<file path="config.mk">
export PLATFORM = sky130hd
export DESIGN_NAME = micro_sequencer
export DESIGN_NICKNAME = d
export VERILOG_FILES = /design/src/rtl/micro_sequencer.sv
export SDC_FILE = /design/constraint.sdc
export NUM_CORES = 1
export LEC_CHECK = 0
export CAP_MARGIN = 20
export CORE_MARGIN = 2
export CORE_UTILIZATION = 40
export DETAILED_ROUTE_END_ITERATION = 8
export DONT_BUFFER_PORTS = 1
export PLACE_DENSITY = 0.53
export SLEW_MARGIN = 15
export SYNTH_ARGS = -nofsm -noshare
export SYNTH_HDL_FRONTEND = slang
export SYNTH_SLANG_ARGS = --single-unit
</file>
<file path="constraint.sdc">
create_clock -name ClockInput -period 5.41 [get_ports ClockInput]
set_input_delay 0.541 -clock ClockInput [delete_from_list [all_inputs] [get_ports ClockInput]]
set_output_delay 0.541 -clock ClockInput [all_outputs]
set_load 0.01 [all_outputs]
</file>
<file path="src/rtl/micro_sequencer.sv">
// rtl/micro_sequencer.sv - microprogram sequencer: uPC select, return stack, wait stall, fault trap
module micro_sequencer #(
  parameter int ADDR_W      = 6,
  parameter int STACK_DEPTH = 4,
  parameter int FETCH_ADDR  = 0
) (
  input  logic              ClockInput,
  input  logic              ResetInput,
  input  logic [ADDR_W-1:0] IB_Address,
  input  logic [ADDR_W-1:0] SB_Address,
  input  logic [2:0]        NextSel,
  input  logic [ADDR_W-1:0] BranchAddr,
  input  logic              ZeroFlag,
  input  logic              MemWait,
  output logic [ADDR_W-1:0] uPC,
  output logic              InstrDone,
  output logic [2:0]        StackCount,
  output logic              StackFault
);

  localparam int PTR_W = (STACK_DEPTH > 1) ? $clog2(STACK_DEPTH) : 1;
  localparam int CNT_W = $clog2(STACK_DEPTH + 1);
  localparam logic [CNT_W-1:0]  DEPTH_C = CNT_W'(STACK_DEPTH);
  localparam logic [ADDR_W-1:0] FETCH_C = ADDR_W'(FETCH_ADDR);

  localparam logic [2:0] SEL_CONT  = 3'd0;
  localparam logic [2:0] SEL_JUMP  = 3'd1;
  localparam logic [2:0] SEL_IB    = 3'd2;
  localparam logic [2:0] SEL_SB    = 3'd3;
  localparam logic [2:0] SEL_BZ    = 3'd4;
  localparam logic [2:0] SEL_CALL  = 3'd5;
  localparam logic [2:0] SEL_RET   = 3'd6;
  localparam logic [2:0] SEL_FETCH = 3'd7;

  typedef enum logic {RUN, FAULT} state_t;

  state_t             state_q, state_d;
  logic [ADDR_W-1:0]  upc_q, upc_d, upc_inc;
  logic [CNT_W-1:0]   cnt_q;
  logic               fault_q, fault_set;
  logic               push, pop;
  logic [ADDR_W-1:0]  stack_mem [STACK_DEPTH];

  assign upc_inc = upc_q + 1'b1;

  always_ff @(posedge ClockInput or posedge ResetInput) begin
    if (ResetInput) begin
      state_q <= RUN;
      upc_q   <= FETCH_C;
      cnt_q   <= '0;
      fault_q <= 1'b0;
      for (int i = 0; i < STACK_DEPTH; i++) stack_mem[i] <= '0;
    end else begin
      state_q <= state_d;
      upc_q   <= upc_d;
      if (fault_set) fault_q <= 1'b1;
      if (push) begin
        stack_mem[PTR_W'(cnt_q)] <= upc_inc;
        cnt_q <= cnt_q + 1'b1;
      end else if (pop) begin
        cnt_q <= cnt_q - 1'b1;
      end
    end
  end

  // Only RUN without a memory wait advances; FAULT and stalls hold everything.
  always_comb begin
    state_d   = state_q;
    upc_d     = upc_q;
    push      = 1'b0;
    pop       = 1'b0;
    fault_set = 1'b0;
    InstrDone = 1'b0;
    if (state_q == RUN && !MemWait) begin
      case (NextSel)
        SEL_CONT:  upc_d = upc_inc;
        SEL_JUMP:  upc_d = BranchAddr;
        SEL_IB:    upc_d = IB_Address;
        SEL_SB:    upc_d = SB_Address;
        SEL_BZ:    upc_d = ZeroFlag ? BranchAddr : upc_inc;
        SEL_CALL: begin
          if (cnt_q == DEPTH_C) begin
            fault_set = 1'b1;
            state_d   = FAULT;
          end else begin
            push  = 1'b1;
            upc_d = BranchAddr;
          end
        end
        SEL_RET: begin
          if (cnt_q == '0) begin
            fault_set = 1'b1;
            state_d   = FAULT;
          end else begin
            pop   = 1'b1;
            upc_d = stack_mem[PTR_W'(cnt_q - 1'b1)];
          end
        end
        SEL_FETCH: begin
          upc_d     = FETCH_C;
          InstrDone = 1'b1;
        end
        default:   upc_d = upc_q;
      endcase
    end
  end

  assign uPC        = upc_q;
  assign StackCount = 3'(cnt_q);
  assign StackFault = fault_q;

endmodule

</file>
## Yosys cells after proc, flatten, opt, wreduce, memory -nomap -nowiden

Index checks and enable logic that the tools add are counted.

| word-level totals | value |
|---|---|
| bits in read-only memories | 0 |
| memories | 0 |
| register bits | 35 |
| RAM bits | 0 |
| logic and storage cells | 65 |
| output and inout bits | 11 |
| input port bits | 25 |
| latch bits | 0 |

| cells by class | value |
|---|---|
| shift operators | 0 |
| bitwise operators | 3 |
| mux-type cells | 27 |
| divide/modulo/power cells | 0 |
| equality and inequality tests | 12 |
| multiply operators | 0 |
| reduce and logical (&&, ||, !) cells | 9 |
| $lt $le $gt $ge | 3 |
| add/sub/neg operators | 3 |

Operators by type and width:

| kind | number |
|---|---|
| case mux 6 bit (8 select lines) | 1 |
| two-way mux 6 bit | 6 |
| bitwise mux 24 bit | 1 |
| == test 3 bit, second input constant | 5 |
| two-way mux 1 bit | 13 |
| binary-select mux 6 bit (select 2 bit) | 1 |
| demux 6 bit (select 2 bit) | 1 |
| != test 2 bit, second input constant | 4 |
| adder 6 x 1 -> 6 bit, second input constant | 1 |
| == test 3 x 2 -> 1 bit, second input constant | 2 |
| greater-or-equal comparator 3 bit, second input constant | 2 |
| logical NOT 3 bit | 2 |
| two-way mux 3 bit | 2 |
| inverter 2 -> 3 bit | 2 |
| case mux 1 bit (2 select lines) | 2 |
| AND reduction 4 bit | 1 |
| nonzero test 2 bit | 2 |
| adder 3 x 1 -> 3 bit, second input constant | 1 |
| == test 3 x 1 -> 1 bit, second input constant | 1 |
| less-than comparator 3 x 1 -> 1 bit, second input constant | 1 |
| AND reduction 3 bit | 1 |
| subtractor 3 x 1 -> 3 bit, second input constant | 1 |
| logical AND 1 bit | 2 |
| logical NOT 1 bit | 1 |
| inverter 1 bit | 1 |

## Longest topological paths before layout

Gate-level depths: netlist (run 1).

| logic depth | value |
|---|---|
| word-level depth | 7 |
| depth in mapped cells | 9 |
| mapped depth without buffers | 7 |

## Worst setup path after synthesis (run 1)

OpenSTA, ideal clock, no wires.

| timing path | value |
|---|---|
| kind | register to register |
| from | register cnt_q[0] (netlist: StackCount[0]) |
| to | register upc_q[5] (netlist: uPC[5]) |
| required time | 5277 ps |
| period minus slack after synthesis | 2248 ps |
| stages on the path, launching flop included | 10 |
| data arrival time | 2114 ps |
| buffers on the path | 2 |
| setup slack | 3162 ps |
| library setup time | 133 ps |
| path through | dfrtp_1 buf_6 inv_1 ha_1 clkbuf_1 mux4_2 and2_1 a221o_1 a21oi_1 o31ai_1 |

| between the ends | value |
|---|---|
| word-level cells in the longest chain between the ends | 7 |
| elaborated cells between the ends (all ways) | 12 |
| those cells by class | add/sub (1); eq/ne (3); mux (5); bitwise (1); reduce/logical (2) |

RTL lines:

| what | line | text |
|---|---|---|
| start, declared | 39 | `logic [CNT_W-1:0] cnt_q;` |
| start signal, assigned | 59 | `cnt_q <= cnt_q + 1'b1;` |
| start signal, assigned | 61 | `cnt_q <= cnt_q - 1'b1;` |
| subtractor 3 x 1 -> 3 bit | 96 | `upc_d = stack_mem[PTR_W'(cnt_q - 1'b1)];` |
| inverter 2 -> 3 bit (implied by the code) | 96 |  |
| binary-select mux 6 bit (select 2 bit) | 96 |  |
| two-way mux 6 bit (implied by the code) (2 in series) | 96 |  |
| two-way mux 6 bit | 91 | `if (cnt_q == '0) begin` |
| case mux 6 bit (8 select lines) | 75 | `case (NextSel)` |
| end signal, assigned | 55 | `upc_q <= upc_d;` |
| end, declared | 38 | `logic [ADDR_W-1:0] upc_q, upc_d, upc_inc;` |

Parallel ways exist; a longest one is shown, timed or not. The select of a mux whose other input is x is not followed.
A chain may end at the register's enable or synchronous reset.

## Final worst setup path (run 1)

| timing path | value |
|---|---|
| from | register cnt_q[0] (netlist: StackCount[0]) |
| to | register stack_mem[19] (netlist bit) |

| between the ends | value |
|---|---|
| word-level cells in the longest chain between the ends | 6 |
| elaborated cells between the ends (all ways) | 11 |
| those cells by class | order compare (2); eq/ne (1); mux (6); bitwise (1); reduce/logical (1) |

RTL lines:

| what | line | text |
|---|---|---|
| inverter 2 -> 3 bit (implied by the code) | 58 | `stack_mem[PTR_W'(cnt_q)] <= upc_inc;` |
| greater-or-equal comparator 3 bit (implied by the code) or less-than comparator 3 x 1 -> 1 bit (tied branches) | 58 |  |
| logical AND 1 bit (implied by the code) | 58 |  |
| two-way mux 6 bit (implied by the code) | 58 |  |
| demux 6 bit (select 2 bit) | 58 |  |
| bitwise mux 24 bit | 58 |  |
| end signal, assigned by index | 58 |  |
| end, declared | 42 | `logic [ADDR_W-1:0] stack_mem [STACK_DEPTH];` |

Parallel ways exist; a longest one is shown, timed or not.

==> results of run 1 <==
## flip-flops by register name, summed over array words and instances (netlist names)
signal	flops
stack_mem	24
uPC	6
StackCount	3
StackFault	1
state_q	1
## metal layers
metal | vias to the layer above | wire length (um) | global-route usage
met5 | - | 0 | 0
met4 | 0 | 40 | 0.0694
met3 | 4 | 207 | 0.0420
met2 | 35 | 1970 | 0.265
met1 | 651 | 2000 | 0.204
li1 | 638 | - | -
## critical path, delay by kind of cell, from the launching register on
| kind | cells | cell delay, ns |
|---|---|---|
| buf+inv | 1 | 0.18 |
| compound gates | 1 | 0.50 |
| mux | 1 | 0.38 |
| fa+ha+maj | 1 | 0.33 |
| simple gates | 1 | 0.38 |
| flops | 1 | 0.70 |
## final cells by class
class | count | area (sq um) | area share
Sequential cell | 35 | 876 | 0.412
Multi-Input combinational cell | 127 | 1020 | 0.482
Inverter | 6 | 22.5 | 0.0106
Tap cell | 67 | 83.8 | 0.0394
Clock buffer | 5 | 68.8 | 0.0324
Timing Repair Buffer | 1 | 7.51 | 0.00353
Clock inverter | 3 | 43.8 | 0.0206
## stage by stage
| stage | area (sq um) | total power, mW | instances |
|---|---|---|---|
| after floorplan | 1980 | 0.730 | 177 |
| after global placement | 2010 | 0.797 | 236 |
| after detailed placement | 2010 | 0.812 | 236 |
| after CTS | 2130 | 1.05 | 244 |
| after global routing | 2130 | 1.11 | 244 |
| final | 2130 | 1.04 | 244 |
## cells by family after synthesis
group | synth area share
multiplexers | 0.198
adder cells (fa/ha/maj) | 0.0380
AND/OR/NAND/NOR | 0.118
AO/OA/AOI/OAI | 0.138
buffers and inverters | 0.0380
XOR/XNOR | 0.0266
flip-flops | 0.443
## final timing paths
path,start,slack (ns),endpoint,depth (start not counted)
max,StackCount[0],2.82,stack_mem[19],5
max reg2reg,StackCount[0],2.82,stack_mem[19],5
min in group ClockInput,MemWait,0.36,state_q,1
min reg2reg,stack_mem[6],0.49,stack_mem[6],2
max in group asynchronous,ResetInput,4.85,stack_mem[5],2
min,ResetInput,0.24,stack_mem[14],2
## cells in the final DEF, fill, tap and decap left out, types with 5 or more instances in the layout
| cell | count |
|---|---|
| nand3_1 | 8 |
| mux2_2 | 17 |
| dfrtp_1 | 35 |
| mux2i_1 | 5 |
| inv_1 | 6 |
| nor2_1 | 9 |
| nand2_1 | 15 |
| ha_1 | 6 |
| clkbuf_8 | 5 |
| o21ai_0 | 16 |
| a21oi_1 | 7 |
## power groups by stage
| stage | Sequential (mW) | Combinational (mW) | Clock [mW] |
|---|---|---|---|
| after floorplan | 0.442 | 0.289 | 0 |
| after global placement | 0.478 | 0.318 | 0 |
| after detailed placement | 0.484 | 0.328 | 0 |
| after CTS | 0.479 | 0.329 | 0.243 |
| after global routing | 0.496 | 0.365 | 0.253 |
| final | 0.478 | 0.326 | 0.234 |
==> flow_metrics.py, run 1 <==
metrics = {
    "outcome": {
        "status": "finished, final reports clean",
    },
    "placed_design": {
        "gp_congestion": 0.916,
        "hpwl_um": 3130,
        "io_buffers": 0,
        "dp_slack_ns": 2.79,
    },
    "timing": {
        "final.min_clock_period_ns": 2.59,
        "final.setup.worst_slack_ns": 2.82,
        "finalSetupViolations": 0,
        "grt_setup_unrepaired": "false",
        "drv_slew": 0,
        "max_freq_mhz": 387,
        "relSlewSlack": 0.622,
        "clock_skew_ns": 0.00525,
        "timing.setup.tns_ns": 0,
        "final-hold-violation-count": 0,
        "fin_crit_sh": 0.478,
        "worst_slew_pin_slew_ns": 0.567,
        "holdWs_ns": 0.243,
    },
    "global_route": {
        "first_global_vias": 1397,
        "antenna_found_initial": 0,
        "grt.total_usage": 0.162,
        "grt_overflow": 0,
        "grt_max_degree": 36,
        "grt_pass1_wl_um": 6710,
    },
    "clock_network": {
        "cts_hold_buf": 0,
        "clock_latency_ns": 0.28,
        "cts_sinks": 35,
        "ctsResizeCount": 0,
        "clk_path_buf_depth": 2,
        "clockRootBuffer": "clkbuf_8",
        "cts_buffers": 5,
        "post_cts_buffers": 0,
        "clkTransAtPathRegs_ns": 0.08,
        "ctsHtreeMaxLevel": 2,
        "tritoncts": "built",
    },
    "synthesis": {
        "synth.distinct_cells": 36,
        "synth_ff_type": "dfrtp_1",
        "synth_area_sq_um": 1980,
        "synth_seq_cells": 35,
        "yosys-top-cells-count": "dfrtp_1 (35), mux2_2 (17), o21ai_0 (16)",
        "postSynth.asyncResetShare": 1.00,
        "synthCells": 177,
        "synth_fp_nets": 208,
        "syn_area_per_cell_sq_um": 11.2,
        "synth_edf_count": 0,
        "post-synth-top-count-cell": "dfrtp_1",
        "yosysTopAreaCellShare": 0.443,
        "yosysTopAreaCell": "dfrtp_1",
        "yosysWarnings": 0,
        "yosys-top-cells-area": "dfrtp_1 (44%), mux2_2 (9.7%), mux4_1 (5.3%)",
        "seq_area_frac_synth": 0.443,
    },
    "routing": {
        "drc": 0,
        "ant_nets": 0,
        "wirelength_um": 4220,
        "drtIter0Drc": 61,
        "vias_per_cell": 5.44,
        "vias": 1328,
        "firstDrtPassIters": 4,
        "wire_per_inst_um": 17.3,
    },
    "floorplanning": {
        "dieHeight_um": 74.3,
        "row_count": 25,
        "fp.dieW_um": 74.3,
        "core_area_sq_um": 4750,
        "ios": 36,
        "start_util": 0.416,
        "dieArea_sq_um": 5520,
    },
    "layout": {
        "final_nets": 207,
        "synthToLayoutAreaGrowth_pct": 7.66,
        "antenna_cells": 0,
        "final_util": 0.447,
        "fill_cells": 456,
        "drive_gt1_frac": 0.186,
    },
    "critical_path": {
        "crit_chain": "inv_1 > ha_1 > a2111oi_4 > and2_1 > mux2_2",
        "cpPeakStageDelay_ns": 0.70,
        "required_ns": 5.58,
        "criticalPathCategory": "reg -> reg",
        "worstSetupStartpointType": "flop",
        "critPathCaptureType": "flop",
        "cpMaxStageDelayCell": "dfrtp_1",
        "arrival_ns": 2.75,
        "crit_fanout": 11,
    },
    "pwr": {
        "p_leak_nw": 0.956,
        "p_int_mw": 0.666,
        "ir_drop_mv": 0.141,
        "switchingPower_mw": 0.372,
        "swShare": 0.358,
        "clkPwrFrac": 0.225,
        "pwr_density_cell_nw_per_um2": 488,
        "seq_power_share": 0.460,
        "power_frac_comb": 0.314,
    },
    "job": {
        "maxCapViolCount": 0,
    },
    "hold_path": {
        "hold_class": "in -> async",
    },
}
(Power assumes the default switching activity.)
==> run 2, diff against run 1 <==
==> constraint.sdc (replaced) <==
create_clock -name ClockInput -period 2.5 [get_ports ClockInput]
set_input_delay 0.25 -clock ClockInput [delete_from_list [all_inputs] [get_ports ClockInput]]
set_output_delay 0.25 -clock ClockInput [all_outputs]
set_load 0.01 [all_outputs]
==> run 2 against run 1 <==
- cell count increased by 0.82%
- clock skew increased by 0.00096 ns
- combinational power increased by 140%
- die area unchanged
- fmax increased by 17%
- sequential power increased by 110%
- design area increased by 0.71%
- critical path depth increased by 2
- non-clock buffer count increased by 3
- largest cell class unchanged
- largest power group unchanged
==> flow_metrics.py, run 2 (synthesized netlist as in run 1, its figures left out) <==
metrics = {
    "floorplanning": {
        "ios": 36,
        "core_area_sq_um": 4750,
        "row_count": 25,
        "dieArea_sq_um": 5520,
        "fp.dieW_um": 74.3,
        "start_util": 0.416,
        "dieHeight_um": 74.3,
    },
    "routing": {
        "drc": 0,
        "drtIter0Drc": 50,
        "ant_nets": 0,
        "wire_per_inst_um": 17.6,
        "vias_per_cell": 5.54,
        "vias": 1362,
        "firstDrtPassIters": 4,
        "wirelength_um": 4330,
    },
    "critical_path": {
        "cpPeakStageDelay_ns": 0.49,
        "arrival_ns": 2.37,
        "cpMaxStageDelayCell": "ha_1",
        "crit_chain": "inv_1 > ha_1 > mux4_2 > and2_1 > a221o_1 > a21oi_1 > o31ai_1",
        "worstSetupStartpointType": "flop",
        "criticalPathCategory": "reg -> reg",
        "critPathCaptureType": "flop",
        "required_ns": 2.66,
        "cp_top_family": "compound AO/OA/AOI/OAI gates",
        "cp_num_buf_inv": 1,
        "crit_fanout": 7,
    },
    "clock_network": {
        "cts_buffers": 5,
        "clock_latency_ns": 0.29,
        "clk_path_buf_depth": 2,
        "clkTransAtPathRegs_ns": 0.07,
        "ctsHtreeMaxLevel": 2,
        "post_cts_buffers": 0,
        "ctsResizeCount": 0,
        "cts_hold_buf": 1,
        "cts_sinks": 35,
        "clockRootBuffer": "clkbuf_8",
        "tritoncts": "built",
    },
    "timing": {
        "fin_crit_sh": 0.886,
        "clock_skew_ns": 0.00620,
        "relSlewSlack": 0.665,
        "max_freq_mhz": 452,
        "final.setup.worst_slack_ns": 0.286,
        "grt_setup_unrepaired": "false",
        "final-hold-violation-count": 0,
        "worst_slew_pin_slew_ns": 0.498,
        "drv_slew": 0,
        "final.min_clock_period_ns": 2.21,
        "finalSetupViolations": 0,
        "timing.setup.tns_ns": 0,
    },
    "layout": {
        "final_util": 0.451,
        "regMostFlops": "stack_mem",
        "final_nets": 210,
        "final_cell_mix": "dfrtp_1 (35), mux2_2 (17), o21ai_0 (16)",
        "antenna_cells": 0,
        "drive_gt1_frac": 0.184,
        "final_common_cell": "dfrtp_1",
        "largest_reg_flops": 24,
        "synthToLayoutAreaGrowth_pct": 8.42,
    },
    "global_route": {
        "grt.total_usage": 0.174,
        "grt_overflow": 0,
        "grt_pass1_wl_um": 7130,
        "first_global_vias": 1465,
        "grt_max_degree": 36,
        "antenna_found_initial": 0,
    },
    "pwr": {
        "p_leak_nw": 0.963,
        "pwr_density_cell_nw_per_um2": 1050,
        "ir_drop_mv": 0.360,
    },
    "placed_design": {
        "dp_slack_ns": 0.290,
        "gp_congestion": 0.912,
        "hpwl_um": 3220,
        "io_buffers": 0,
    },
    "job": {
        "maxCapViolCount": 0,
    },
    "hold_path": {
        "hold_class": "in -> reg",
    },
    "outcome": {
        "status": "finished, final reports clean",
    },
}
-- run 2: final cells by class --
type | instances | area [sq um]
clock buffer | 6 | 72.6
clock inverter | 1 | 30.0
fill | 474 | 2610
inverter | 6 | 22.5
multi-input combinational | 127 | 1020
sequential | 35 | 876
tap | 67 | 83.8
timing repair buffer | 4 | 32.5
-- run 2: worst paths after layout --
path                               startpoint      endpoint  slack, ns  cells after the start
worst max-delay path            StackCount[1]        uPC[5]       0.29                      7
worst min-delay path                  MemWait       state_q       0.06                      1
worst max register to register  StackCount[1]        uPC[5]       0.29                      7
worst min register to register   stack_mem[2]  stack_mem[2]       0.48                      2
max in group asynchronous          ResetInput        uPC[3]       1.68                      3
min in group asynchronous          ResetInput  stack_mem[3]       0.49                      3
-- run 2: report_power, final --
part / internal, mW / switching [mW]
sequential: 0.782 / 0.210
combinational: 0.376 / 0.394
clock: 0.292 / 0.203
total: 1.45 / 0.807
-- run 2: metal layers --
| layer | part of all wire | global-route usage | wire length [um] |
|---|---|---|---|
| met5 | 0 | 0 | 0 |
| met4 | 0.0088 | 0.0556 | 38 |
| met3 | 0.059 | 0.0596 | 257 |
| met2 | 0.49 | 0.297 | 2140 |
| met1 | 0.44 | 0.209 | 1900 |
-- run 2: worst reg2reg max path, cell delays in order, from the launching register on --
cell and delay [ns]:
dfrtp_1 0.46, inv_1 0.11, ha_1 0.49, mux4_2 0.35, and2_1 0.16, a221o_1 0.27
a21oi_1 0.16, o31ai_1 0.09
-- run 2: through the flow --
| step | cells | hold WS [ns] | power [mW] | cell area [sq um] |
|---|---|---|---|---|
| 6_report | 246 | 0.0567 | 2.26 | 2140 |
| 4_1_cts | 246 | 0.0487 | 2.28 | 2140 |
| 2_1_floorplan | 177 | 0.349 | 1.58 | 1980 |
| 3_3_place_gp | 238 | 0.264 | 1.73 | 2030 |
| 3_5_place_dp | 238 | 0.276 | 1.78 | 2030 |
| 5_1_grt | 246 | 0.0676 | 2.42 | 2140 |
